`src/rtl/multicycle_ctrl_if.sv`:
```
// Control bundle between the multicycle controller and its datapath/memory.
// The controller takes the master view; the datapath or a bench takes the slave view.
interface multicycle_ctrl_if;
    logic [6:0] op;
    logic [2:0] funct3;
    logic       zero;
    logic       mem_ready;

    logic       mem_req;
    logic       memwrite;
    logic       adrsrc;
    logic       irwrite;
    logic       pcwrite;
    logic       regwrite;
    logic [1:0] immsrc;
    logic [1:0] alusrca;
    logic [1:0] alusrcb;
    logic [1:0] aluop;
    logic [1:0] resultsrc;
    logic       retire;
    logic       illegal;
    logic [3:0] state;

    modport master (
        input  op, funct3, zero, mem_ready,
        output mem_req, memwrite, adrsrc, irwrite, pcwrite, regwrite,
               immsrc, alusrca, alusrcb, aluop, resultsrc, retire, illegal, state
    );

    modport slave (
        output op, funct3, zero, mem_ready,
        input  mem_req, memwrite, adrsrc, irwrite, pcwrite, regwrite,
               immsrc, alusrca, alusrcb, aluop, resultsrc, retire, illegal, state
    );
endinterface

```
`src/rtl/multicycle_ctrl.sv`:
```
// Main FSM of a multicycle RV32 subset core: fetch, decode, memory, ALU, branch, jal.
// Outputs are Moore-style per state except the ready-qualified strobes and branch pcwrite.
//
// state    | meaning
// ---------+--------------------------------------------------------
// FETCH    | read instruction at PC, PC <- PC+4 on mem_ready
// DECODE   | register read, ALU computes branch target
// MEMADR   | ALU computes rs1 + imm for load/store
// MEMREAD  | load request pending at ALU-out address
// MEMWB    | write load data to rd
// MEMWRITE | store request pending, retires on mem_ready
// EXECR    | ALU rs1 op rs2
// EXECI    | ALU rs1 op imm
// ALUWB    | write ALU-out register to rd
// BRANCH   | compare rs1/rs2, conditionally take target
// JAL      | PC <- target, ALU computes old PC + 4
// HALT     | unsupported opcode, parked until reset
module multicycle_ctrl (
    input  logic              clk,
    input  logic              rst,
    multicycle_ctrl_if.master bus
);
    typedef enum logic [3:0] {
        FETCH    = 4'd0,
        DECODE   = 4'd1,
        MEMADR   = 4'd2,
        MEMREAD  = 4'd3,
        MEMWB    = 4'd4,
        MEMWRITE = 4'd5,
        EXECR    = 4'd6,
        EXECI    = 4'd7,
        ALUWB    = 4'd8,
        BRANCH   = 4'd9,
        JAL      = 4'd10,
        HALT     = 4'd11
    } state_t;

    localparam logic [6:0] OP_LOAD   = 7'b0000011;
    localparam logic [6:0] OP_STORE  = 7'b0100011;
    localparam logic [6:0] OP_RTYPE  = 7'b0110011;
    localparam logic [6:0] OP_ITYPE  = 7'b0010011;
    localparam logic [6:0] OP_BRANCH = 7'b1100011;
    localparam logic [6:0] OP_JAL    = 7'b1101111;

    state_t     state_q, state_d;
    logic       illegal_q;

    logic       mem_req_c, memwrite_c, adrsrc_c, irwrite_c, pcwrite_c, regwrite_c, retire_c;
    logic [1:0] immsrc_c, alusrca_c, alusrcb_c, aluop_c, resultsrc_c;

    always_ff @(posedge clk or posedge rst) begin
        if (rst) begin
            state_q   <= FETCH;
            illegal_q <= 1'b0;
        end else begin
            state_q <= state_d;
            if (state_d == HALT)
                illegal_q <= 1'b1;
        end
    end

    always_comb begin
        immsrc_c = 2'b00;
        case (bus.op)
            OP_STORE:  immsrc_c = 2'b01;
            OP_BRANCH: immsrc_c = 2'b10;
            OP_JAL:    immsrc_c = 2'b11;
            default:   immsrc_c = 2'b00;
        endcase
    end

    always_comb begin
        state_d     = state_q;
        mem_req_c   = 1'b0;
        memwrite_c  = 1'b0;
        adrsrc_c    = 1'b0;
        irwrite_c   = 1'b0;
        pcwrite_c   = 1'b0;
        regwrite_c  = 1'b0;
        retire_c    = 1'b0;
        alusrca_c   = 2'b00;
        alusrcb_c   = 2'b00;
        aluop_c     = 2'b00;
        resultsrc_c = 2'b00;

        case (state_q)
            FETCH: begin
                mem_req_c   = 1'b1;
                alusrcb_c   = 2'b10;
                resultsrc_c = 2'b10;
                if (bus.mem_ready) begin
                    irwrite_c = 1'b1;
                    pcwrite_c = 1'b1;
                    state_d   = DECODE;
                end
            end
            DECODE: begin
                alusrca_c = 2'b01;
                alusrcb_c = 2'b01;
                case (bus.op)
                    OP_LOAD, OP_STORE: state_d = MEMADR;
                    OP_RTYPE:          state_d = EXECR;
                    OP_ITYPE:          state_d = EXECI;
                    OP_BRANCH:         state_d = BRANCH;
                    OP_JAL:            state_d = JAL;
                    default:           state_d = HALT;
                endcase
            end
            MEMADR: begin
                alusrca_c = 2'b10;
                alusrcb_c = 2'b01;
                state_d   = (bus.op == OP_LOAD) ? MEMREAD : MEMWRITE;
            end
            MEMREAD: begin
                mem_req_c = 1'b1;
                adrsrc_c  = 1'b1;
                if (bus.mem_ready)
                    state_d = MEMWB;
            end
            MEMWB: begin
                resultsrc_c = 2'b01;
                regwrite_c  = 1'b1;
                retire_c    = 1'b1;
                state_d     = FETCH;
            end
            MEMWRITE: begin
                mem_req_c  = 1'b1;
                memwrite_c = 1'b1;
                adrsrc_c   = 1'b1;
                if (bus.mem_ready) begin
                    retire_c = 1'b1;
                    state_d  = FETCH;
                end
            end
            EXECR: begin
                alusrca_c = 2'b10;
                aluop_c   = 2'b10;
                state_d   = ALUWB;
            end
            EXECI: begin
                alusrca_c = 2'b10;
                alusrcb_c = 2'b01;
                aluop_c   = 2'b10;
                state_d   = ALUWB;
            end
            ALUWB: begin
                regwrite_c = 1'b1;
                retire_c   = 1'b1;
                state_d    = FETCH;
            end
            BRANCH: begin
                alusrca_c = 2'b10;
                aluop_c   = 2'b01;
                // only beq/bne are supported; funct3[0] inverts the zero test
                pcwrite_c = (bus.funct3[2:1] == 2'b00) & (bus.zero ^ bus.funct3[0]);
                retire_c  = 1'b1;
                state_d   = FETCH;
            end
            JAL: begin
                alusrca_c = 2'b01;
                alusrcb_c = 2'b10;
                pcwrite_c = 1'b1;
                state_d   = ALUWB;
            end
            HALT: begin
                state_d = HALT;
            end
            default: begin
                state_d = FETCH;
            end
        endcase
    end

    // Reset gates every output combinationally so an in-flight request dies at once.
    assign bus.mem_req   = ~rst & mem_req_c;
    assign bus.memwrite  = ~rst & memwrite_c;
    assign bus.adrsrc    = ~rst & adrsrc_c;
    assign bus.irwrite   = ~rst & irwrite_c;
    assign bus.pcwrite   = ~rst & pcwrite_c;
    assign bus.regwrite  = ~rst & regwrite_c;
    assign bus.retire    = ~rst & retire_c;
    assign bus.immsrc    = rst ? 2'b00 : immsrc_c;
    assign bus.alusrca   = rst ? 2'b00 : alusrca_c;
    assign bus.alusrcb   = rst ? 2'b00 : alusrcb_c;
    assign bus.aluop     = rst ? 2'b00 : aluop_c;
    assign bus.resultsrc = rst ? 2'b00 : resultsrc_c;
    assign bus.illegal   = ~rst & illegal_q;
    assign bus.state     = rst ? 4'd0 : state_q;
endmodule

```
`src/flat_wrapper.sv`:
```
// flat-port wrapper written by rule: the top's interface ports become plain ports
module multicycle_ctrl_flat 
  (clk, rst, bus_op, bus_funct3, bus_zero, bus_mem_ready, bus_mem_req, bus_memwrite, bus_adrsrc, bus_irwrite, bus_pcwrite, bus_regwrite, bus_immsrc, bus_alusrca, bus_alusrcb, bus_aluop, bus_resultsrc, bus_retire, bus_illegal, bus_state);
  multicycle_ctrl_if bus_i ();
  input  logic clk;
  input  logic rst;
  input wire logic [$bits(bus_i.op)-1:0] bus_op;
  input wire logic [$bits(bus_i.funct3)-1:0] bus_funct3;
  input wire logic [$bits(bus_i.zero)-1:0] bus_zero;
  input wire logic [$bits(bus_i.mem_ready)-1:0] bus_mem_ready;
  output wire logic [$bits(bus_i.mem_req)-1:0] bus_mem_req;
  output wire logic [$bits(bus_i.memwrite)-1:0] bus_memwrite;
  output wire logic [$bits(bus_i.adrsrc)-1:0] bus_adrsrc;
  output wire logic [$bits(bus_i.irwrite)-1:0] bus_irwrite;
  output wire logic [$bits(bus_i.pcwrite)-1:0] bus_pcwrite;
  output wire logic [$bits(bus_i.regwrite)-1:0] bus_regwrite;
  output wire logic [$bits(bus_i.immsrc)-1:0] bus_immsrc;
  output wire logic [$bits(bus_i.alusrca)-1:0] bus_alusrca;
  output wire logic [$bits(bus_i.alusrcb)-1:0] bus_alusrcb;
  output wire logic [$bits(bus_i.aluop)-1:0] bus_aluop;
  output wire logic [$bits(bus_i.resultsrc)-1:0] bus_resultsrc;
  output wire logic [$bits(bus_i.retire)-1:0] bus_retire;
  output wire logic [$bits(bus_i.illegal)-1:0] bus_illegal;
  output wire logic [$bits(bus_i.state)-1:0] bus_state;
  assign bus_i.op = bus_op;
  assign bus_i.funct3 = bus_funct3;
  assign bus_i.zero = bus_zero;
  assign bus_i.mem_ready = bus_mem_ready;
  assign bus_mem_req = bus_i.mem_req;
  assign bus_memwrite = bus_i.memwrite;
  assign bus_adrsrc = bus_i.adrsrc;
  assign bus_irwrite = bus_i.irwrite;
  assign bus_pcwrite = bus_i.pcwrite;
  assign bus_regwrite = bus_i.regwrite;
  assign bus_immsrc = bus_i.immsrc;
  assign bus_alusrca = bus_i.alusrca;
  assign bus_alusrcb = bus_i.alusrcb;
  assign bus_aluop = bus_i.aluop;
  assign bus_resultsrc = bus_i.resultsrc;
  assign bus_retire = bus_i.retire;
  assign bus_illegal = bus_i.illegal;
  assign bus_state = bus_i.state;
  multicycle_ctrl u_core (.clk(clk), .rst(rst), .bus(bus_i));
endmodule
```
`config.mk`:
```
export PLATFORM = sky130hd
export DESIGN_NAME = multicycle_ctrl_flat
export DESIGN_NICKNAME = d
export VERILOG_FILES = /design/src/rtl/multicycle_ctrl_if.sv /design/src/rtl/multicycle_ctrl.sv /design/src/flat_wrapper.sv
export SDC_FILE = /design/constraint.sdc
export NUM_CORES = 1
export LEC_CHECK = 0
export CORE_AREA = 3 3 46 48
export CTS_CLUSTER_SIZE = 12
export DETAILED_ROUTE_END_ITERATION = 10
export DIE_AREA = 0 0 49 51
export GPL_TIMING_DRIVEN = 0
export PLACE_DENSITY_LB_ADDON = 0.1
export SLEW_MARGIN = 5
export SYNTH_ARGS = -nofsm -noshare
export SYNTH_HDL_FRONTEND = slang
export SYNTH_SLANG_ARGS = --single-unit
```
`constraint.sdc`:
```
create_clock -name clk -period 3.6 [get_ports clk]
set_input_delay 0.72 -clock clk [delete_from_list [all_inputs] [get_ports clk]]
set_output_delay 0.72 -clock clk [all_outputs]
set_load 0.01 [all_outputs]
```
# Word-level counts from Yosys, hierarchy flattened
# Cells that the tools add are included.
[classes] shifts=0 magnitude_cmp=0 reduce_logical=13 muxes=25 n_eq_ne=18 add_sub_neg=0 mul=0 bitwise_logic=11 n_div=0
[ops] operator="$pmux 4 s7" count=1
[ops] operator="$eq 4x4->1 const B" count=5
[ops] operator="$pmux 4 s5" count=1
[ops] operator="$eq 4x3->1 const B" count=4
[ops] operator="$mux 4" count=4
[ops] operator="$pmux 2 s2" count=4
[ops] operator="$eq 7x6->1 const B" count=2
[ops] operator="$eq 7x7->1 const B" count=2
[ops] operator="$reduce_or 2->1" count=6
[ops] operator="$reduce_or 3->1" count=4
[ops] operator="$mux 2" count=5
[ops] operator="$and 1x1->1" count=9
[ops] operator="$eq 4x2->1 const B" count=2
[ops] operator="$eq 7x2->1 const B" count=1
[ops] operator="$eq 7x5->1 const B" count=1
[ops] operator="$mux 1" count=6
[ops] operator="$pmux 2 s3" count=1
[ops] operator="$eq 4x1->1 const B" count=1
[ops] operator="$logic_not 4->1" count=1
[ops] operator="$reduce_or 4->1" count=1
[ops] operator="$mux 3" count=1
[ops] operator="$pmux 1 s3" count=1
[ops] operator="$logic_not 2->1" count=1
[ops] operator="$pmux 1 s2" count=1
[ops] operator="other kinds (2)" count=2
[word_totals] input_bits=14 latchBits=0 rom_bits=0 mem_bits_rw=0 memories=0 elab_cells=69 regBits=5 out_inout_bits=22

# Longest topological paths before layout
# Gate-level depths: netlist (run 1).
[depth] depth_word=5 ltp_mapped=6 mapped_depth_nobuf=4

# Worst setup path before layout (run 1)
# Ideal clock, no wire load.
[synth_timing] kind="input to output" from="in rst" to="out bus_mem_req" path_stages=4 arrival_time_ns=1.762 slack_ns=1.118 cell_sequence="clkbuf_1 > or3_1 > nor3_1 > or2_1"
[synth_via] elab_chain_len=2
[synth_rtl] element="start, declared" line="flat_wrapper.sv:6" text="input logic rst;"
[synth_rtl] element="$not 1->1" line="multicycle_ctrl.sv:175" text="assign bus.mem_req = ~rst & mem_req_c;"
[synth_rtl] element="$and 1x1->1" line="multicycle_ctrl.sv:175"
[synth_rtl] element="end, declared" line="flat_wrapper.sv:11" text="output wire logic [$bits(bus_i.mem_req)-1:0] bus_mem_req;"
# Every way passes these cells.

# Worst setup path after layout (run 1)
[layout_timing] from="in bus_op[2]" to="out bus_immsrc[0]"
[layout_via] elab_chain_len=3 elab_cells_between_ends=5 classes_between="eq/ne (3); mux (2)"
[layout_rtl] element="start, declared" line="flat_wrapper.sv:7" text="input wire logic [$bits(bus_i.op)-1:0] bus_op;"
[layout_rtl] element="$eq 7x7->1 / $eq 7x6->1 (equally long branches)" line="multicycle_ctrl.sv:64" text="case (bus.op)"
[layout_rtl] element="$pmux 2 s3 (*)" line="multicycle_ctrl.sv:64"
[layout_rtl] element="$mux 2 (*)" line="multicycle_ctrl.sv:182" text="assign bus.immsrc = rst ? 2'b00 : immsrc_c;"
[layout_rtl] element="end, declared" line="flat_wrapper.sv:17" text="output wire logic [$bits(bus_i.immsrc)-1:0] bus_immsrc;"
# Every way passes the cells marked *; elsewhere a longest branch is shown, timed or not.

==> impl_results.md, run 1 <==
- Max_cap viols: 0
- Hold Crit Start: u_core.illegal_q
- Crit Reg-Reg Endpoint: u_core.state_q[2]
- Share of layout cells above drive strength 1: 17.0%
- Hold endpoint: u_core.illegal_q
- Fin. Hold Viols: 0
- Achievable Freq: 312 MHz
- Max-slew violations: 0
- Root buffer cell: clkbuf_4
- DR vias/cell: approximately 5.3
- WP data required: roughly 2.9 ns
- Grt total ovfl: 0
- Final design utilization: 65.4%
- Max VDD drop: about 0.00028 V
- Global placer's final weighted congestion: 0.799
- Final Routed Wirelength: between 1500 and 2000 um
- Hold depth: 1
- Final period util: 89.1%
- Global-route wire length before repair: between 3000 and 4000 um
- Library cells used by synthesis: 46
- Result of the run: complete, no violations
- Clk_lat worst skew: ~0.24 ns
- Final min period: 3.21 ns
- P&R area growth vs syn: 53.4%
- Antenna Cells: 0
- Boundary Pins: 36
- Top sig layer: met3
- EDFF count, synth: 0
- Design Power: approximately 0.69 mW
- Final Non-Filler Cells: between 150 and 200
- Sequential-to-total area share from yosys stat: between 10% and 20%
- 1st-iter DRT viols: 18
- Filler cells: roughly 150
- Die width: slightly below 50 um
- Synth warn: 0
- Core area: between 1500 and 2000 um2
- Mapped Cells: 97
- Synth Net Count: around 110
- CTS buffer count: 3
- Ys async rst share: 100%
- WS Path Type: in2out
- Port bufs: 34
- Static Leak: roughly 0.46 nW
- Syn Std Cell Area: about 740 um2
- Post-CTS setup repair buffer count: 0
- Initial Utilization: roughly 43%
- Cell Pwr Density: approximately 600 nW/um2
- TNS Setup: 0 ns
- Number of synthesized register bits: 5
- Number of global-route vias before repair: 741
- Flop2flop setup slack: between 2 and 2.5 ns
- Min-Delay Path Class: reg2reg
- DPL Wire Length: between 1500 and 2000 um
- Normalized max-slew margin: between 70% and 80%
- WL met2: roughly 940 um
- TritonCTS clock tree: yes
- Wl on met1: slightly below 1000 um
- GR Util All Layers: between 10% and 20%
- Syn_area_per_cell: 7.67 um2
- Via count: 841
- Worst slew pin tran: approximately 0.44 ns
- Clock Tree Buf Depth: 2
- DRC violations left: 0
- Final setup vio count: 0
- DR WL/cell: 12.4 um
- CTS resizes: 0
- Metal3 WL: 69 um
- Largest net degree at the start of global routing: 11
- Die area: around 2500 um2
- Initial antenna violation count: 0
- Total clock sinks: 5
- Worst r2r src: u_core.state_q[2]
- Die Y: 51 um
- First-pass DRT Iterations: 4
- # hold bufs at CTS: 0
- Worst Path Arrival: approximately 2.5 ns
- CP Launch Type: input pin
- Top FF cell, synth: dfrtp_1
- H-tree depth: 1
- Fin nets: 150
- RSZ-0062 raised after global routing: false
- Dpl cells: around 160
- FP Rows: 15
- Clk slew on worst S/H paths: approximately 0.05 ns
- Post-DRT Antenna Nets: 0
- Worst Setup End Kind: output pin
- Setup Skew: roughly 0.00019 ns
- CP Max Fanout: 6
- R2r worst-path depth: 5
## power by group
group / internal, mW / switching [mW] / leakage (nW)
combinational: 0.260 / 0.255 / 0.378
clock: 0.0420 / 0.0241 / 0.0150
sequential: 0.0808 / 0.0254 / 0.0617
## per-stage QoR
step                      cell area [um2]  hold WS [ns]  worst slack [ns]
after floorplan                       744         0.431              1.12
after global placement               1120         0.447             0.442
after detailed placement             1120         0.481             0.383
after CTS                            1140         0.491             0.380
after global routing                 1140         0.520             0.267
final                                1140         0.489             0.392
## cells in the mapped netlist (2+ instances only)
master / instances / area, um2
nor2_1: 10 / 37.5
nand2_1: 7 / 26.3
nor3_1: 7 / 35.0
dfrtp_1: 5 / 125
inv_1: 4 / 15.0
nand3_1: 4 / 20.0
nor2b_1: 4 / 25.0
a21oi_1: 3 / 15.0
buf_2: 3 / 15.0
buf_6: 3 / 33.8
nand2b_1: 3 / 18.8
xor2_1: 3 / 26.3
a211oi_1: 2 / 15.0
and2b_2: 2 / 17.5
and3_1: 2 / 12.5
clkbuf_1: 2 / 7.51
nor4_1: 2 / 12.5
nor4b_1: 2 / 17.5
o211a_1: 2 / 20.0
## layout by cell type (no fill, tap or decap), types with 2 or more instances in the layout
cell type | netlist | final
a211oi_1 | 2 | 2
a21oi_1 | 3 | 3
and2b_2 | 2 | 2
and3_1 | 2 | 2
buf_2 | 3 | 3
buf_6 | 3 | 3
clkbuf_1 | 2 | 3
clkbuf_4 | 0 | 3
clkdlybuf4s50_1 | 0 | 34
dfrtp_1 | 5 | 5
inv_1 | 4 | 4
nand2_1 | 7 | 7
nand2b_1 | 3 | 3
nand3_1 | 4 | 4
nor2_1 | 10 | 10
nor2b_1 | 4 | 4
nor3_1 | 7 | 7
nor4_1 | 2 | 2
nor4b_1 | 2 | 2
o211a_1 | 2 | 2
xor2_1 | 3 | 3
## worst max path at each step
| stage | startpoint | endpoint | slack (ns) |
|---|---|---|---|
| after floorplan | rst | bus_mem_req | 1.12 |
| after global placement | bus_op[2] | bus_immsrc[0] | 0.44 |
| after detailed placement | bus_op[2] | bus_immsrc[0] | 0.38 |
| after CTS | bus_op[2] | bus_immsrc[0] | 0.38 |
| after global routing | bus_op[2] | bus_immsrc[0] | 0.27 |
| final | bus_op[2] | bus_immsrc[0] | 0.39 |
## cell type report
type / count / area, um2 / share of cell area, %
buffer: 8 / 56.3 / 4.93
clock buffer: 4 / 26.3 / 2.30
inverter: 5 / 18.8 / 1.64
multi-input combinational: 79 / 544 / 47.6
sequential: 5 / 125 / 11.0
tap: 25 / 31.3 / 2.74
timing repair buffer: 34 / 340 / 29.8
## worst max-delay path, stage by stage
cell             delay, ns
clkdlybuf4s50_1       0.52
or3_4                 0.44
a211oi_1              0.23
clkdlybuf4s50_1       0.58
## flip-flops by register name (all words and copies together) (netlist names)
register	count
u_core.illegal_q	1
u_core.state_q	4
## cell families after synthesis
group                  after synthesis  synth area share, %
AO/OA/AOI/OAI                       19                 23.0
XOR/XNOR                             4                 4.71
buffers and inverters               13                 10.1
AND/OR/NAND/NOR                     56                 45.4
flip-flops                           5                 16.8
## per-layer routing
layer | GRT usage (%) | vias to the layer above
li1 | - | 433
met1 | 23.0 | 388
met2 | 27.4 | 20
met3 | 1.46 | 0
met4 | 5.69 | 0
met5 | 0 | -
No activity file was read; power rests on OpenSTA's default activity.
==> inputs of run 2 (changes only) <==
--- a/config.mk
+++ b/config.mk
@@ -5,10 +5,10 @@
 export SDC_FILE = /design/constraint.sdc
 export NUM_CORES = 1
 export LEC_CHECK = 0
-export CORE_AREA = 3 3 46 48
+export CORE_AREA = 3 3 48 50
 export CTS_CLUSTER_SIZE = 12
 export DETAILED_ROUTE_END_ITERATION = 10
-export DIE_AREA = 0 0 49 51
+export DIE_AREA = 0 0 51 53
 export GPL_TIMING_DRIVEN = 0
 export PLACE_DENSITY_LB_ADDON = 0.1
 export SLEW_MARGIN = 5
==> run 2 against run 1 <==
Largest cell class unchanged. Sequential share of layout area is essentially flat. Non-clock buffer count unchanged. Cell area increased by 0.22%. Clock skew rose by 0.0041 ns. Sequential power hardly changed. Maximum frequency decreased by 0.13%.
==> impl_results.md, run 2 (synthesis gave the netlist of run 1 again) <==
- TNS Setup: 0 ns (unchanged)
- Final period util: 89.2% (was 89.1%)
- CP max-delay cell: clkdlybuf4s50_1 (unchanged)
- Static Leak: 0.455 nW (unchanged)
- Via count: 842 (was 841)
- Worst Path Arrival: 2.49 ns (about the same)
- WS Path Type: in2out (unchanged)
- # hold bufs at CTS: 0 (unchanged)
- Biggest regs: u_core.state_q: 4 flops, u_core.illegal_q: 1 flops (unchanged)
- Worst Setup End Kind: output pin (unchanged)
- Fin nets: 150 (unchanged)
- Max VDD drop: 0.000417 V (was 0.000283 V)
- Share of layout cells above drive strength 1: 17.0% (unchanged)
- Port bufs: 34 (unchanged)
- Count of buffer and inverter cells on the critical path: 2 (unchanged)
- Core area: 1940 um2 (was 1750 um2)
- Min-Delay Path Class: reg2reg (unchanged)
- Achievable Freq: 311 MHz (was 312 MHz)
- P&R area growth vs syn: 53.8% (was 53.4%)
- CTS resizes: 0 (unchanged)
- CP Launch Type: input pin (unchanged)
- FP Rows: 16 (was 15)
- Result of the run: complete, no violations (unchanged)
- Die area: 2700 um2 (was 2500 um2)
- WP data required: 2.88 ns (about the same)
- Grt total ovfl: 0 (unchanged)
- CP Cell Sequence: clkdlybuf4s50_1, or3_4, a211oi_1, clkdlybuf4s50_1 (unchanged)
- Initial antenna violation count: 0 (unchanged)
- Post-CTS setup repair buffer count: 0 (unchanged)
- Total clock sinks: 5 (unchanged)
- Root buffer cell: clkbuf_4 (unchanged)
- Design Power: 0.685 mW (was 0.688 mW)
- Critical path's top delay family: buffers and inverters (unchanged)
- TritonCTS clock tree: yes (unchanged)
- H-tree depth: 1 (unchanged)
- Fin. Hold Viols: 0 (unchanged)
- DR vias/cell: 5.20 (was 5.26)
- Final setup vio count: 0 (unchanged)
- Biggest register: u_core.state_q (unchanged)
- Final min period: 3.21 ns (about the same)
- Normalized max-slew margin: 70.7% (about the same)
- Most common cell on crit path: clkdlybuf4s50_1 (unchanged)
- Largest stage delay, worst path: 0.58 ns (about the same)
- Clock Tree Buf Depth: 2 (unchanged)
- GR Util All Layers: 17.4% (was 16.7%)
- First-pass DRT Iterations: 4 (unchanged)
- Largest net degree at the start of global routing: 11 (unchanged)
- Global placer's final weighted congestion: 0.789 (was 0.799)
- Initial Utilization: 38.3% (was 42.7%)
- DPL Wire Length: 1670 um (was 1560 um)
- Global-route wire length before repair: 3570 um (was 3390 um)
- DR WL/cell: 13.0 um (was 12.4 um)
- Max reg flops: 4 (unchanged)
- Most frequent cells in the layout: clkdlybuf4s50_1, nor2_1, nand2_1, nor3_1, dfrtp_1 (unchanged)
- Post-DRT Antenna Nets: 0 (unchanged)
- Clk_lat worst skew: 0.25 ns (was 0.24 ns)
- Cell Pwr Density: 598 nW/um2 (was 602 nW/um2)
- CP Max Fanout: 6 (unchanged)
- CTS buffer count: 3 (unchanged)
- Final Routed Wirelength: 2110 um (was 1980 um)
- 1st-iter DRT viols: 17 (was 18)
- Clk slew on worst S/H paths: 0.04 ns (was 0.05 ns)
- Antenna Cells: 0 (unchanged)
- Max-slew violations: 0 (unchanged)
- Boundary Pins: 36 (unchanged)
- Commonest non-fill, non-tap cell in the layout: clkdlybuf4s50_1 (unchanged)
- DRC violations left: 0 (unchanged)
- RSZ-0062 raised after global routing: false (unchanged)
- Number of global-route vias before repair: 795 (was 741)
- Setup Skew: 0.00428 ns (was 0.000189 ns)
- Worst slew pin tran: 0.439 ns (about the same)
- Die Y: 53 um (was 51 um)
- Filler cells: 193 (was 152)
- Max_cap viols: 0 (unchanged)
- Die width: 51 um (was 49 um)
## run 2: cell counts in the layout (fill, tap and decap cells not counted)
No cell type changed its count.
## run 2: power by group
group / internal (mW) / switching [mW] / leakage (nW)
clock: 0.0419 / 0.0232 / 0.0150
combinational: 0.260 / 0.255 / 0.378
sequential: 0.0809 / 0.0242 / 0.0617
## run 2: final timing paths
| check | startpoint | end | slack [ns] | cells after the start |
|---|---|---|---|---|
| min in group asynchronous | rst | u_core.state_q[2] | 0.82 | 3 |
| setup / recovery | bus_op[2] | bus_immsrc[0] | 0.39 | 4 |
| hold / removal | u_core.illegal_q | u_core.illegal_q | 0.47 | 1 |
| hold reg to reg | u_core.illegal_q | u_core.illegal_q | 0.47 | 1 |
| max in group asynchronous | rst | u_core.state_q[1] | 2.61 | 3 |
| setup reg to reg | u_core.state_q[1] | u_core.illegal_q | 2.14 | 5 |
## run 2: layout make-up
type | instances | area (um2) | share of cell area [%]
Multi-Input combinational cell | 79 | 544 | 47.5
Timing Repair Buffer | 34 | 340 | 29.7
Sequential cell | 5 | 125 | 10.9
Buffer | 8 | 56.3 | 4.92
Tap cell | 27 | 33.8 | 2.95
Clock buffer | 4 | 26.3 | 2.30
Inverter | 5 | 18.8 | 1.64
## run 2: stage by stage
step	instances	cell area (um2)	hold slack, ns	setup slack [ns]	util [%]
2_1_floorplan	97	744	0.431	1.12	-
3_3_place_gp	158	1120	0.451	0.430	57.6
3_5_place_dp	158	1120	0.469	0.371	57.6
4_1_cts	162	1140	0.479	0.380	59.0
5_1_grt	162	1140	0.484	0.324	59.0
6_report	162	1140	0.469	0.388	59.0
## run 2: layer usage
metal | track usage [%] | vias up | share of wire (%)
met4 | 8.07 | 0 | 1.4
met3 | 2.54 | 3 | 4.3
li1 | - | 426 | -
met1 | 20.9 | 386 | 44
met2 | 30.5 | 27 | 50
met5 | 0 | - | 0
